[src/rtl/phys_bypass_scoreboard.sv]
// -----------------------------------------------------------------------------
// phys_bypass_scoreboard
//
// Physical-register readiness scoreboard and operand bypass selector, placed
// between rename/issue and the EX operand muxes. It keeps one busy bit per
// physical tag and picks a forwarding source for each issuing operand. It
// raises issue_stall when an operand is neither in the PRF nor forwardable.
// A small stall monitor flags a pipeline stuck in stall for STALL_TIMEOUT
// consecutive cycles.
//
// Optional feature macro: BYPASS_PERF_CNT_EN adds the fwd_cnt and stall_cyc
// performance counters.
//
// Ports:
//   clk, rst        clock, asynchronous active-high reset
//   alloc_valid/tag rename allocates a destination (sets busy)
//   wb_valid/tag    PRF write (clears busy, also forwardable this cycle)
//   flush           clears every busy bit
//   byp_valid/tag/is_load  in-flight stages, index 0 youngest
//   src_valid/tag   issuing instruction's source operands
//   fwd_sel         per source: 0 PRF, k+1 stage k, NUM_BYP+1 writeback port
//   issue_stall     some valid source is unavailable
//   stall_timeout   sticky stuck-pipeline flag
//   fwd_cnt, stall_cyc  (BYPASS_PERF_CNT_EN only) performance counters
// -----------------------------------------------------------------------------
module phys_bypass_scoreboard #(
   parameter int PHYS_REGS     = 64,
   parameter int TAG_W         = $clog2(PHYS_REGS),
   parameter int NUM_SRC       = 2,
   parameter int NUM_BYP       = 2,
   parameter int STALL_TIMEOUT = 256,
   parameter int SEL_W         = $clog2(NUM_BYP + 2)
) (
   input  logic                       clk,
   input  logic                       rst,
   input  logic                       alloc_valid,
   input  logic [TAG_W-1:0]           alloc_tag,
   input  logic                       wb_valid,
   input  logic [TAG_W-1:0]           wb_tag,
   input  logic                       flush,
   input  logic [NUM_BYP-1:0]         byp_valid,
   input  logic [NUM_BYP*TAG_W-1:0]   byp_tag,
   input  logic [NUM_BYP-1:0]         byp_is_load,
   input  logic [NUM_SRC-1:0]         src_valid,
   input  logic [NUM_SRC*TAG_W-1:0]   src_tag,
   output logic [NUM_SRC*SEL_W-1:0]   fwd_sel,
   output logic                       issue_stall,
   output logic                       stall_timeout
`ifdef BYPASS_PERF_CNT_EN
   ,
   output logic [31:0]                fwd_cnt,
   output logic [31:0]                stall_cyc
`endif
);

   localparam int CNT_W = $clog2(STALL_TIMEOUT + 1);
   localparam logic [CNT_W-1:0] CNT_MAX = CNT_W'(STALL_TIMEOUT);

   localparam logic [0:0] S_IDLE     = 1'b0;
   localparam logic [0:0] S_STALLING = 1'b1;

   logic [PHYS_REGS-1:0] busy;
   logic [NUM_SRC-1:0]   unavail;
   logic [0:0]           state;
   logic [CNT_W-1:0]     stall_cnt;

   // ---------------------------------------------------------------------------
   // Busy table. Flush beats alloc; within a normal cycle the alloc write comes
   // after the wb clear so a same-tag alloc+wb leaves the bit set.
   // ---------------------------------------------------------------------------
   // NOTE: the busy table is a flop vector, not a RAM, so it can and must be
   // cleared by the asynchronous reset; non-blocking assignments keep the
   // ordered read-modify-write of individual bits race-free.
   always_ff @(posedge clk or posedge rst) begin
      if (rst) begin
         busy <= '0;
      end else if (flush) begin
         busy <= '0;
      end else begin
         if (wb_valid)
            busy[wb_tag] <= 1'b0;
         if (alloc_valid && (alloc_tag != '0))
            busy[alloc_tag] <= 1'b1;
      end
   end

   // ---------------------------------------------------------------------------
   // Per-source forwarding select. Stages are scanned oldest to youngest so
   // the youngest matching stage is the one that sticks.
   // ---------------------------------------------------------------------------
   // NOTE: every output of this block is given a default before the loop, so
   // no path leaves a value unassigned and no latch is inferred.
   always_comb begin
      logic [TAG_W-1:0] s_tag;
      logic             hit;
      logic             hit_load;
      logic [SEL_W-1:0] hit_sel;
      fwd_sel  = '0;
      unavail  = '0;
      s_tag    = '0;
      hit      = 1'b0;
      hit_load = 1'b0;
      hit_sel  = '0;
      for (int i = 0; i < NUM_SRC; i++) begin
         s_tag    = src_tag[i*TAG_W +: TAG_W];
         hit      = 1'b0;
         hit_load = 1'b0;
         hit_sel  = '0;
         for (int k = NUM_BYP - 1; k >= 0; k--) begin
            if (byp_valid[k] && (byp_tag[k*TAG_W +: TAG_W] == s_tag)) begin
               hit      = 1'b1;
               hit_load = byp_is_load[k];
               hit_sel  = SEL_W'(k + 1);
            end
         end
         if (!src_valid[i] || (s_tag == '0)) begin
            fwd_sel[i*SEL_W +: SEL_W] = '0;
         end else if (hit) begin
            // A load still in flight shadows any older stage with the same tag.
            if (hit_load)
               unavail[i] = 1'b1;
            else
               fwd_sel[i*SEL_W +: SEL_W] = hit_sel;
         end else if (wb_valid && (wb_tag == s_tag)) begin
            fwd_sel[i*SEL_W +: SEL_W] = SEL_W'(NUM_BYP + 1);
         end else if (busy[s_tag]) begin
            unavail[i] = 1'b1;
         end
      end
   end

   assign issue_stall = |unavail;

   // ---------------------------------------------------------------------------
   // Stall monitor. stall_cnt saturates at STALL_TIMEOUT; the flag is sticky
   // until reset and rises on the edge where the count reaches the limit.
   // ---------------------------------------------------------------------------
   always_ff @(posedge clk or posedge rst) begin
      if (rst) begin
         state         <= S_IDLE;
         stall_cnt     <= '0;
         stall_timeout <= 1'b0;
      end else begin
         case (state)
            S_IDLE: begin
               if (issue_stall) begin
                  state     <= S_STALLING;
                  stall_cnt <= CNT_W'(1);
               end
            end
            default: begin
               if (!issue_stall || flush) begin
                  state     <= S_IDLE;
                  stall_cnt <= '0;
               end else if (stall_cnt != CNT_MAX) begin
                  stall_cnt <= stall_cnt + CNT_W'(1);
                  if (stall_cnt + CNT_W'(1) == CNT_MAX)
                     stall_timeout <= 1'b1;
               end
            end
         endcase
      end
   end

`ifdef BYPASS_PERF_CNT_EN
   logic [31:0] fwd_inc;

   always_comb begin
      fwd_inc = '0;
      for (int i = 0; i < NUM_SRC; i++)
         if (fwd_sel[i*SEL_W +: SEL_W] != '0)
            fwd_inc = fwd_inc + 32'd1;
   end

   always_ff @(posedge clk or posedge rst) begin
      if (rst) begin
         fwd_cnt   <= '0;
         stall_cyc <= '0;
      end else begin
         fwd_cnt <= fwd_cnt + fwd_inc;
         if (issue_stall)
            stall_cyc <= stall_cyc + 32'd1;
      end
   end
`endif

endmodule

[config.mk]
export PLATFORM = sky130hd
export DESIGN_NAME = phys_bypass_scoreboard
export DESIGN_NICKNAME = d
export VERILOG_FILES = /design/src/rtl/phys_bypass_scoreboard.sv
export SDC_FILE = /design/constraint.sdc
export NUM_CORES = 1
export LEC_CHECK = 0
export CORE_UTILIZATION = 63
export CTS_CLUSTER_DIAMETER = 100
export DETAILED_ROUTE_END_ITERATION = 7
export PLACE_DENSITY = 0.88
export SLEW_MARGIN = 5
export SYNTH_ARGS = -nofsm -noshare
export SYNTH_HDL_FRONTEND = slang
export SYNTH_SLANG_ARGS = --single-unit
[constraint.sdc]
create_clock -name clk -period 7.6 [get_ports clk]
set_input_delay 1.52 -clock clk [delete_from_list [all_inputs] [get_ports clk]]
set_output_delay 1.52 -clock clk [all_outputs]
set_load 0.1 [all_outputs]
==> reports/metrics.csv, run 1 <==
metric;value;unit
clkPwrFrac;34.0;%
timing.critical_path.required;6.08;ns
numCtsBuffers;9;
total_leakage_power;2.25;nW
clkTransAtPathRegs;0.09;ns
layout-drive-gt1-share;11.2;%
antennaDiodeCount;0;
post_cts.repair.setup_buffers;0;
vdd_drop_max;91.2;uV
yosys_warnings;0;
grt_pass1_vias;5025;
min_period;6.32;ns
cts.htree.levels;3;
ios;53;
synth.yosys.seq_area_share;34.9;%
cts.sink_count;75;
total_switching_power;278;uW
stdcell_area;6010;sq um
synth_top_flop_cell;sky130_fd_sc_hd__dfrtp_1;
nNetsFinal;671;
finalHoldViolCount;0;
via_per_inst;6.97;
synth_top_cell_by_area;sky130_fd_sc_hd__dfrtp_1;
synth_enable_flop_cells;0;
global_route_wire_length_before_repair;25.2;mm
cellPowerDensity;144;nW/um^2
postSynthCellCount;597;
layout-area-overhead-vs-synth;11.6;%
worst-path-max-fanout;17;
worst_case_headroom_to_the_max_slew_limit;15.5;%
grt_use_met1;49.3;%
grt_start_max_net_pins;76;
tightest_slew;1.26;ns
post_synth_main_area_contributors;sky130_fd_sc_hd__dfrtp_1 35%, sky130_fd_sc_hd__mux4_2 10%, sky130_fd_sc_hd__a21oi_1 6.3%;
final_min_period_over_clock_period;83.2;%
post_synth_instance_area;5390;sq um
gr-usage-met2;58.3;%
postSynth.asyncResetShare;100;%
power_switching_share;32.1;%
totalNegativeSetupSlack;0;ns
antenna_violations_before_repair;0;
avgSynthCellArea;9.02;sq um
gp_congestion;0.983;
worstSetupEndpointType;primary output;
number_of_buffers_on_the_longest_clock_path;2;
gr-total-overflow;0;
antenna_left;0;
ys_types;58;
routed_wl;15.7;mm
die_y_extent;94.5;um
p_seq_share;47.3;%
final-setup-viol-count;0;
internal_pwr_total;589;uW
grt_util_met3;9.50;%
synthMostInstantiatedCell;sky130_fd_sc_hd__nand2_1;
power.share.combinational;18.7;%
postLayoutSetupSlackWorst;1.28;ns
grtUsageTotal;37.5;%
gr-max-usage-layer;met2;
start_util;65.2;%
detailedRoute.firstPassIterationCount;5;
clock_latency;0.37;ns
drt_iter0_drc;676;
synth_top_area_share;34.9;%
critPathKind;input port to primary output;
post_cts_hold_buffer_count;0;
slew_viol_final;0;
route.detailed.drc;0;
worstPathArrival;4.80;ns
route.vias.total;5097;
dp_hpwl;11.0;mm
worst-r2r-setup-slack;5.14;ns
timing.hold.worst.class;flip-flop to flip-flop;
max_clk_rate;158;MHz
ctsResizeCount;0;
buffer_ports.inserted;52;
syn_nets;647;
start_kind;input port;
fin_worst_skew;0.00806;ns
clockRootBuffer;sky130_fd_sc_hd__clkbuf_8;
post-place-ws;1.33;ns
core;8260;sq um
wire_per_inst;21.5;um
die_area;8920;sq um
netlist_top_cells_count;82 x sky130_fd_sc_hd__nand2_1, 75 x sky130_fd_sc_hd__dfrtp_1, 68 x sky130_fd_sc_hd__a21oi_1;
place_area;5830;sq um
postSynthRegisterBits;75;
grt_setup_unrepaired;false;
chipWidth;94.5;um
num_rows;33;
status;finished, final reports clean;
maxCapViolations;0;
tritoncts_clock_tree;built;
## area by class of cell
class / count / area, sq um
Clock buffer: 9 / 124
Clock inverter: 7 / 60.1
Fill cell: 595 / 2250
Inverter: 6 / 22.5
Multi-Input combinational cell: 471 / 3250
Sequential cell: 75 / 1880
Tap cell: 105 / 131
Timing Repair Buffer: 58 / 551
## critical path: stages
cell and delay [ns]:
sky130_fd_sc_hd__clkdlybuf4s50_1 1.10, sky130_fd_sc_hd__xnor2_1 0.19, sky130_fd_sc_hd__nand4_1 0.11, sky130_fd_sc_hd__nor4_1 0.39, sky130_fd_sc_hd__nand2b_1 0.14, sky130_fd_sc_hd__a21oi_1 0.18
sky130_fd_sc_hd__clkdlybuf4s50_1 1.15
## power by group through the flow
stage	logic [mW]	clock network, mW	registers (mW)
floorplan	0.108	0	0.415
global route	0.173	0.314	0.411
global placement	0.154	0	0.417
CTS	0.159	0.296	0.410
finish	0.162	0.295	0.410
detailed placement	0.158	0	0.418
## cell families after synthesis
| logic type | after synthesis | share of synthesized area (%) |
|---|---|---|
| buffers and inverters | 51 | 4.86 |
| AND/OR/NAND/NOR | 205 | 19.3 |
| flip-flops | 75 | 34.9 |
| adder cells (fa/ha/maj) | 3 | 0.697 |
| AO/OA/AOI/OAI | 173 | 18.5 |
| multiplexers | 51 | 15.5 |
| XOR/XNOR | 39 | 6.34 |
## metal layers
layer  wire, um  up-vias
met3       2050       57
met1       6040     2409
met2       7200      410
met4        447        0
met5          0        -
li1           -     2221
## final timing paths
kind	start	depth (start not counted)	end
max	src_tag[0]	7	fwd_sel[1]
min	stall_timeout	1	stall_timeout
max reg2reg	busy[19]	8	stall_cnt[6]
min reg2reg	stall_timeout	1	stall_timeout
max in group asynchronous	rst	3	busy[27]
min in group asynchronous	rst	3	busy[60]
## state kept, by name (all words and copies together) (netlist names)
name,cells
stall_timeout,1
state,1
stall_cnt,9
busy,64
## cells in the final DEF (no fill, tap or decap), types with 4 or more instances in the layout
cell type                         count
sky130_fd_sc_hd__a21oi_1             68
sky130_fd_sc_hd__xnor2_1             25
sky130_fd_sc_hd__or3_1                6
sky130_fd_sc_hd__and3_1               4
sky130_fd_sc_hd__nand4_1              9
sky130_fd_sc_hd__clkdlybuf4s50_1     47
sky130_fd_sc_hd__nand2_1             82
sky130_fd_sc_hd__o21ai_1              8
sky130_fd_sc_hd__nand2b_1            15
sky130_fd_sc_hd__nand3_1             14
sky130_fd_sc_hd__clkbuf_8             9
sky130_fd_sc_hd__nor3b_1              6
sky130_fd_sc_hd__nor3_1               9
sky130_fd_sc_hd__buf_4               10
sky130_fd_sc_hd__nor4_1               7
sky130_fd_sc_hd__mux2_2               7
sky130_fd_sc_hd__nor2_1              28
sky130_fd_sc_hd__dfrtp_1             75
sky130_fd_sc_hd__nor2b_1              8
sky130_fd_sc_hd__mux2i_1             19
sky130_fd_sc_hd__inv_1                5
sky130_fd_sc_hd__o31ai_1              4
sky130_fd_sc_hd__mux4_2              25
sky130_fd_sc_hd__xor2_1              14
sky130_fd_sc_hd__o21ai_0             63
## per-stage QoR
stage / utilization (%) / cells / power [mW] / hold slack [ns]
2_1_floorplan: - / 597 / 0.523 / 0.489
6_report: 72.8 / 731 / 0.867 / 0.521
3_5_place_dp: 70.6 / 715 / 0.575 / 0.491
5_1_grt: 72.8 / 731 / 0.898 / 0.532
4_1_cts: 72.8 / 731 / 0.865 / 0.517
3_3_place_gp: 70.6 / 715 / 0.571 / 0.467
Note: power is estimated with default switching activity, not from simulation.
==> run 2: changes to the inputs <==
--- a/config.mk
+++ b/config.mk
@@ -5,10 +5,10 @@
 export SDC_FILE = /design/constraint.sdc
 export NUM_CORES = 1
 export LEC_CHECK = 0
-export CORE_UTILIZATION = 63
+export CORE_UTILIZATION = 53
 export CTS_CLUSTER_DIAMETER = 100
 export DETAILED_ROUTE_END_ITERATION = 7
-export PLACE_DENSITY = 0.88
+export PLACE_DENSITY = 0.79
 export SLEW_MARGIN = 5
 export SYNTH_ARGS = -nofsm -noshare
 export SYNTH_HDL_FRONTEND = slang
==> constraint.sdc (replaced) <==
create_clock -name clk -period 5.3 [get_ports clk]
set_input_delay 1.06 -clock clk [delete_from_list [all_inputs] [get_ports clk]]
set_output_delay 1.06 -clock clk [all_outputs]
set_load 0.1 [all_outputs]
==> run 2 against run 1 <==
Net effect: count of clock-buffer cells in the layout increased by 2; combinational power increased by 47%; worst setup slack got worse by 0.74 ns; worst hold slack got worse by 0.041 ns; non-clock buffer count increased by 6; die area increased by 18%; clock power increased by 73%.
==> reports/metrics.csv, run 2 (synthesis results as in run 1) <==
metric;value;unit;change
post_cts_hold_buffer_count;0;;unchanged
clkPwrFrac;38.1;%;was 34.0%
worstSetupEndpointType;primary output;;unchanged
timing.hold.worst.class;flip-flop to flip-flop;;unchanged
ctsResizeCount;0;;unchanged
route.vias.total;4937;;was 5,097
cts.sink_count;75;;unchanged
register_with_the_most_flip_flops;busy;;unchanged
r2r-start;busy[30];;was busy[19]
fin_worst_skew;0.00639;ns;was 0.00806 ns
dr.max_layer_used;met4;;unchanged
met1Wirelength;6.15;mm;was 6.04 mm
layout-drive-gt1-share;12.0;%;was 11.2%
top_regs;busy: 64 flops, stall_cnt: 9 flops;;unchanged
cellPowerDensity;216;nW/um^2;was 144 nW/um^2
cpMaxStageDelayCell;sky130_fd_sc_hd__clkdlybuf4s50_1;;unchanged
grt_pass1_vias;4799;;was 5,025
grt_start_max_net_pins;70;;was 76
grt_setup_unrepaired;false;;unchanged
antenna_left;0;;unchanged
finalHoldViolCount;0;;unchanged
wire_per_inst;20.5;um;was 21.5 um
routed-wl-met2;7.42;mm;was 7.20 mm
hold_path_startpoint;stall_timeout;;unchanged
drt_iter0_drc;466;;was 676
clkTransAtPathRegs;0.08;ns;was 0.09 ns
final-setup-viol-count;0;;unchanged
antennaDiodeCount;0;;unchanged
buffer_ports.inserted;52;;unchanged
gp_congestion;0.911;;was 0.983
grtUsageTotal;30.9;%;was 37.5%
clock_latency;0.36;ns;was 0.37 ns
start_util;54.8;%;was 65.2%
clockRootBuffer;sky130_fd_sc_hd__clkbuf_8;;unchanged
total_switching_power;382;uW;was 278 uW
min_period;4.76;ns;
core;9820;sq um;was 8260 sq um
num_rows;36;;was 33
finalHoldWorstSlack;0.480;ns;was 0.521 ns
total_leakage_power;2.33;nW;was 2.25 nW
start_kind;input port;;unchanged
crit_path_cell_trace;clkdlybuf4s50_1 -> mux4_2 -> mux2i_1 -> nor3b_1 -> a2111oi_2 -> a211o_1 -> nand4_4 -> buf_12;;was clkdlybuf4s50_1 -> xnor2_1 -> nand4_1 -> nor4_1 -> nand2b_1 -> a21oi_1 -> clkdlybuf4s50_1
worst_case_headroom_to_the_max_slew_limit;20.7;%;was 15.5%
internal_pwr_total;954;uW;was 589 uW
slew_viol_final;0;;unchanged
power_switching_share;28.6;%;was 32.1%
die_y_extent;103;um;was 94.5 um
detailedRoute.firstPassIterationCount;5;;unchanged
layout_common_cells;82 x sky130_fd_sc_hd__nand2_1, 75 x sky130_fd_sc_hd__dfrtp_1, 68 x sky130_fd_sc_hd__a21oi_1;;unchanged
die_area;10600;sq um;was 8920 sq um
gr-total-overflow;0;;unchanged
numCtsBuffers;9;;unchanged
tightest_slew;1.18;ns;was 1.26 ns
final_min_period_over_clock_period;89.9;%;
mostFrequentLayoutCell;sky130_fd_sc_hd__nand2_1;;unchanged
timing.critical_path.required;4.24;ns;was 6.08 ns
global_route_wire_length_before_repair;24.3;mm;was 25.2 mm
nNetsFinal;677;;was 671
route.detailed.drc;0;;unchanged
power.share.combinational;17.8;%;was 18.7%
worstPathArrival;3.70;ns;was 4.80 ns
layout-area-overhead-vs-synth;15.0;%;was 11.6%
max_clk_rate;210;MHz;
cts.htree.levels;3;;unchanged
post_cts.repair.setup_buffers;0;;unchanged
max_stage_delay;0.94;ns;was 1.15 ns
number_of_buffers_on_the_longest_clock_path;2;;unchanged
tritoncts_clock_tree;built;;unchanged
critPathKind;input port to primary output;;unchanged
status;finished, final reports clean;;unchanged
crit_path_start;src_tag[1];;was src_tag[0]
routed_wl;15.7;mm;about the same
largest_reg_flops;64;;unchanged
maxCapViolations;0;;unchanged
dp_hpwl;11.2;mm;was 11.0 mm
via_per_inst;6.45;;was 6.97
totalNegativeSetupSlack;0;ns;unchanged
worst-path-max-fanout;11;;was 17
met3WireLength;1.55;mm;was 2.05 mm
p_seq_share;44.0;%;was 47.3%
vdd_drop_max;111;uV;was 91.2 uV
antenna_violations_before_repair;0;;unchanged
ios;53;;unchanged
chipWidth;103;um;was 94.5 um
[run 2: changes by cell type in the layout (fill, tap and decap cells not counted)]
cell,change
sky130_fd_sc_hd__buf_12,+5
sky130_fd_sc_hd__buf_4,+2
sky130_fd_sc_hd__inv_6,-1
sky130_fd_sc_hd__clkbuf_8,+1
sky130_fd_sc_hd__clkbuf_1,+1
sky130_fd_sc_hd__clkinvlp_4,-2
sky130_fd_sc_hd__clkdlybuf4s50_1,-1
sky130_fd_sc_hd__bufinv_16,+2
sky130_fd_sc_hd__inv_8,-1
[run 2: layout make-up]
type | instances | area (sq um)
Tap cell | 133 | 166
Multi-Input combinational cell | 471 | 3250
Inverter | 6 | 22.5
Sequential cell | 75 | 1880
Fill cell | 837 | 3620
Clock buffer | 11 | 141
Timing Repair Buffer | 64 | 656
Clock inverter | 5 | 85.1
[run 2: power by group through the flow]
stage | clock network [mW] | logic [mW] | registers [mW]
3_5_place_dp | 0 | 0.235 | 0.599
3_3_place_gp | 0 | 0.232 | 0.599
4_1_cts | 0.510 | 0.237 | 0.588
5_1_grt | 0.535 | 0.256 | 0.590
6_report | 0.509 | 0.238 | 0.588
2_1_floorplan | 0 | 0.155 | 0.595
[run 2: stage by stage]
step | setup WS (ns) | cell area (sq um) | power, mW | instances | util (%)
2_1_floorplan | 0.757 | 5390 | 0.750 | 597 | -
3_3_place_gp | 0.523 | 5970 | 0.830 | 749 | 60.8
3_5_place_dp | 0.509 | 5970 | 0.835 | 749 | 60.8
4_1_cts | 0.508 | 6190 | 1.33 | 765 | 63.1
5_1_grt | 0.367 | 6190 | 1.38 | 765 | 63.1
6_report | 0.536 | 6190 | 1.34 | 765 | 63.1
[run 2: path summary, 6_finish.rpt]
path                       depth (start not counted)  slack, ns       endpoint
min reg2reg                                        1       0.48  stall_timeout
max in group asynchronous                          3       3.07        busy[6]
max reg2reg                                        9       2.73   stall_cnt[8]
max                                                8       0.54    issue_stall
min                                                1       0.48  stall_timeout
min in group asynchronous                          2       1.24   stall_cnt[4]
[run 2: routing by layer]
| layer | GRT usage (%) | up-vias |
|---|---|---|
| met5 | 0 | - |
| met4 | 15.8 | 0 |
| met3 | 6.17 | 45 |
| met2 | 50.4 | 291 |
| met1 | 39.2 | 2362 |
| li1 | - | 2239 |
[run 2: worst max-delay path: cells and delay by family]
| kind | cells | cell delay (ns) |
|---|---|---|
| mux | 2 | 0.74 |
| compound gates | 2 | 0.57 |
| buf+inv | 2 | 1.13 |
| simple gates | 2 | 0.20 |
==> run 3: changes to the inputs <==
--- a/config.mk
+++ b/config.mk
@@ -8,7 +8,7 @@
 export CORE_UTILIZATION = 53
 export CTS_CLUSTER_DIAMETER = 100
 export DETAILED_ROUTE_END_ITERATION = 7
-export PLACE_DENSITY = 0.79
+export PLACE_DENSITY = 0.78
 export SLEW_MARGIN = 5
 export SYNTH_ARGS = -nofsm -noshare
 export SYNTH_HDL_FRONTEND = slang
==> run 3 against run 2 <==
Net effect: clock power decreased by 6.3%; via count is 1.6% higher; worst setup slack got worse by 0.13 ns; final cell count rose by 0.26%; die area stayed put; sequential power about the same; critical path depth is the same; fmax down 2.7%; critical endpoint unchanged; largest power group unchanged; highest routed layer unchanged.
==> reports/metrics.csv, run 3 (synthesis results as in run 1) <==
metric;value;unit;change
final_min_period_over_clock_period;92.4;%;was 89.9%
min_delay_worst_endpoint;stall_timeout;;unchanged
postLayoutSetupSlackWorst;0.404;ns;was 0.536 ns
clockRootBuffer;sky130_fd_sc_hd__clkbuf_8;;unchanged
nNetsFinal;679;;was 677
power_switching_share;31.0;%;was 28.6%
core;9820;sq um;unchanged
die_area;10600;sq um;unchanged
max_clk_rate;204;MHz;was 210 MHz
r2r_end;stall_cnt[6];;was stall_cnt[8]
clkPwrFrac;36.6;%;was 38.1%
layout_common_cells;82 x sky130_fd_sc_hd__nand2_1, 75 x sky130_fd_sc_hd__dfrtp_1, 68 x sky130_fd_sc_hd__a21oi_1;;unchanged
register_with_the_most_flip_flops;busy;;unchanged
num_rows;36;;unchanged
gp_congestion;0.925;;was 0.911
gr-total-overflow;0;;unchanged
maxCapViolations;0;;unchanged
worstRegToRegCells;8;;was 9
route.detailed.drc;0;;unchanged
die_y_extent;103;um;unchanged
antenna_left;0;;unchanged
cellPowerDensity;211;nW/um^2;was 216 nW/um^2
routed_wl;15.9;mm;was 15.7 mm
finalHoldViolCount;0;;unchanged
antenna_violations_before_repair;0;;unchanged
post_cts_hold_buffer_count;0;;unchanged
top_regs;busy: 64 flops, stall_cnt: 9 flops;;unchanged
worst_case_headroom_to_the_max_slew_limit;21.9;%;was 20.7%
grt_start_max_net_pins;70;;unchanged
layout-area-overhead-vs-synth;14.9;%;was 15.0%
start_kind;input port;;unchanged
totalNegativeSetupSlack;0;ns;unchanged
grt_pass1_vias;4791;;was 4,799
layout-drive-gt1-share;12.5;%;was 12.0%
total_leakage_power;2.32;nW;was 2.33 nW
mostFrequentLayoutCell;sky130_fd_sc_hd__nand2_1;;unchanged
numCtsBuffers;9;;unchanged
total_switching_power;404;uW;was 382 uW
ctsResizeCount;0;;unchanged
vdd_drop_max;121;uV;was 111 uV
whs_path_depth;1;;unchanged
hold_path_startpoint;stall_timeout;;unchanged
post-place-ws;0.412;ns;was 0.509 ns
cts.sink_count;75;;unchanged
grt_setup_unrepaired;false;;unchanged
power.share.combinational;18.3;%;was 17.8%
clkTransAtPathRegs;0.08;ns;about the same
internal_pwr_total;899;uW;was 954 uW
dp_hpwl;11.3;mm;was 11.2 mm
largest_reg_flops;64;;unchanged
critPathKind;input port to primary output;;unchanged
ios;53;;unchanged
status;finished, final reports clean;;unchanged
number_of_buffers_on_the_longest_clock_path;2;;unchanged
cts.htree.levels;3;;unchanged
wire_per_inst;20.8;um;was 20.5 um
worst-path-max-fanout;15;;was 11
start_util;54.8;%;unchanged
tritoncts_clock_tree;built;;unchanged
timing.critical_path.required;4.24;ns;about the same
drt_iter0_drc;466;;unchanged
worst-r2r-setup-slack;2.67;ns;was 2.73 ns
slew_viol_final;0;;unchanged
worstPathArrival;3.84;ns;was 3.70 ns
post_cts.repair.setup_buffers;0;;unchanged
fin_worst_skew;0.0118;ns;was 0.00639 ns
antennaDiodeCount;0;;unchanged
finalHoldWorstSlack;0.480;ns;about the same
final-setup-viol-count;0;;unchanged
detailedRoute.firstPassIterationCount;5;;unchanged
min_period;4.90;ns;was 4.76 ns
via_per_inst;6.54;;was 6.45
chipWidth;103;um;unchanged
timing.hold.worst.class;flip-flop to flip-flop;;unchanged
grtUsageTotal;31.7;%;was 30.9%
buffer_ports.inserted;52;;unchanged
p_seq_share;45.1;%;was 44.0%
global_route_wire_length_before_repair;24.8;mm;was 24.3 mm
tightest_slew;1.16;ns;was 1.18 ns
r2r-start;busy[31];;was busy[30]
route.vias.total;5015;;was 4,937
clock_latency;0.38;ns;was 0.36 ns
worstSetupEndpointType;primary output;;unchanged
## run 3: cell types whose count changed in the layout (fill, tap and decap cells not counted)
cell / previous run / this run
sky130_fd_sc_hd__inv_6: 1 / 3
sky130_fd_sc_hd__clkinvlp_4: 1 / 2
sky130_fd_sc_hd__clkinv_4: 1 / 0
sky130_fd_sc_hd__clkbuf_8: 10 / 9
sky130_fd_sc_hd__inv_8: 0 / 1
sky130_fd_sc_hd__buf_4: 12 / 14
sky130_fd_sc_hd__clkbuf_1: 1 / 0
sky130_fd_sc_hd__bufinv_16: 2 / 1
## run 3: per-layer routing
layer  global-route usage, %  wire length (um)  vias up  part of all wire, %
met3                    9.08              1660       59                   10
met4                    15.8               624        0                  3.9
met5                       0                 0        -                    0
li1                        -                 -     2239                    -
met2                    49.5              7350      313                   46
met1                    40.6              6300     2404                   40
## run 3: area by class of cell
class / count / area, sq um
clock buffers: 9 / 124
flip-flops and latches: 75 / 1880
multi-input cells: 471 / 3250
repair buffers: 66 / 671
clock inverters: 7 / 82.6
inverters: 6 / 22.5
well taps: 133 / 166
fillers: 832 / 3630
## run 3: stage by stage
stage / utilization [%] / instances / area [sq um] / total power, mW
floorplan: - / 597 / 5390 / 0.750
global placement: 60.9 / 751 / 5980 / 0.831
detailed placement: 60.9 / 751 / 5980 / 0.834
CTS: 63.0 / 767 / 6190 / 1.30
global route: 63.0 / 767 / 6190 / 1.35
finish: 63.0 / 767 / 6190 / 1.30
## run 3: worst max path at each step
stage / start / cells after the start / endpoint / slack [ns]
2_1_floorplan: src_tag[1] / 6 / fwd_sel[1] / 0.76
3_3_place_gp: src_tag[6] / 8 / issue_stall / 0.42
3_5_place_dp: src_tag[6] / 8 / issue_stall / 0.41
4_1_cts: src_tag[6] / 8 / issue_stall / 0.40
5_1_grt: src_tag[0] / 9 / issue_stall / 0.25
6_report: src_tag[2] / 8 / issue_stall / 0.40
## run 3: power by group through the flow
stage	Sequential [mW]	Combinational (mW)	Clock (mW)
detailed placement	0.599	0.234	0
global placement	0.599	0.232	0
finish	0.588	0.238	0.477
CTS	0.588	0.236	0.475
floorplan	0.595	0.155	0
global route	0.590	0.256	0.501
## run 3: worst max-delay path, stage by stage
cell                              delay [ns]
sky130_fd_sc_hd__clkdlybuf4s50_1        0.78
sky130_fd_sc_hd__or3_1                  0.60
sky130_fd_sc_hd__o41ai_2                0.31
sky130_fd_sc_hd__nor3_1                 0.11
sky130_fd_sc_hd__o21ai_0                0.18
sky130_fd_sc_hd__o221a_2                0.24
sky130_fd_sc_hd__nand4_4                0.28
sky130_fd_sc_hd__buf_12                 0.27
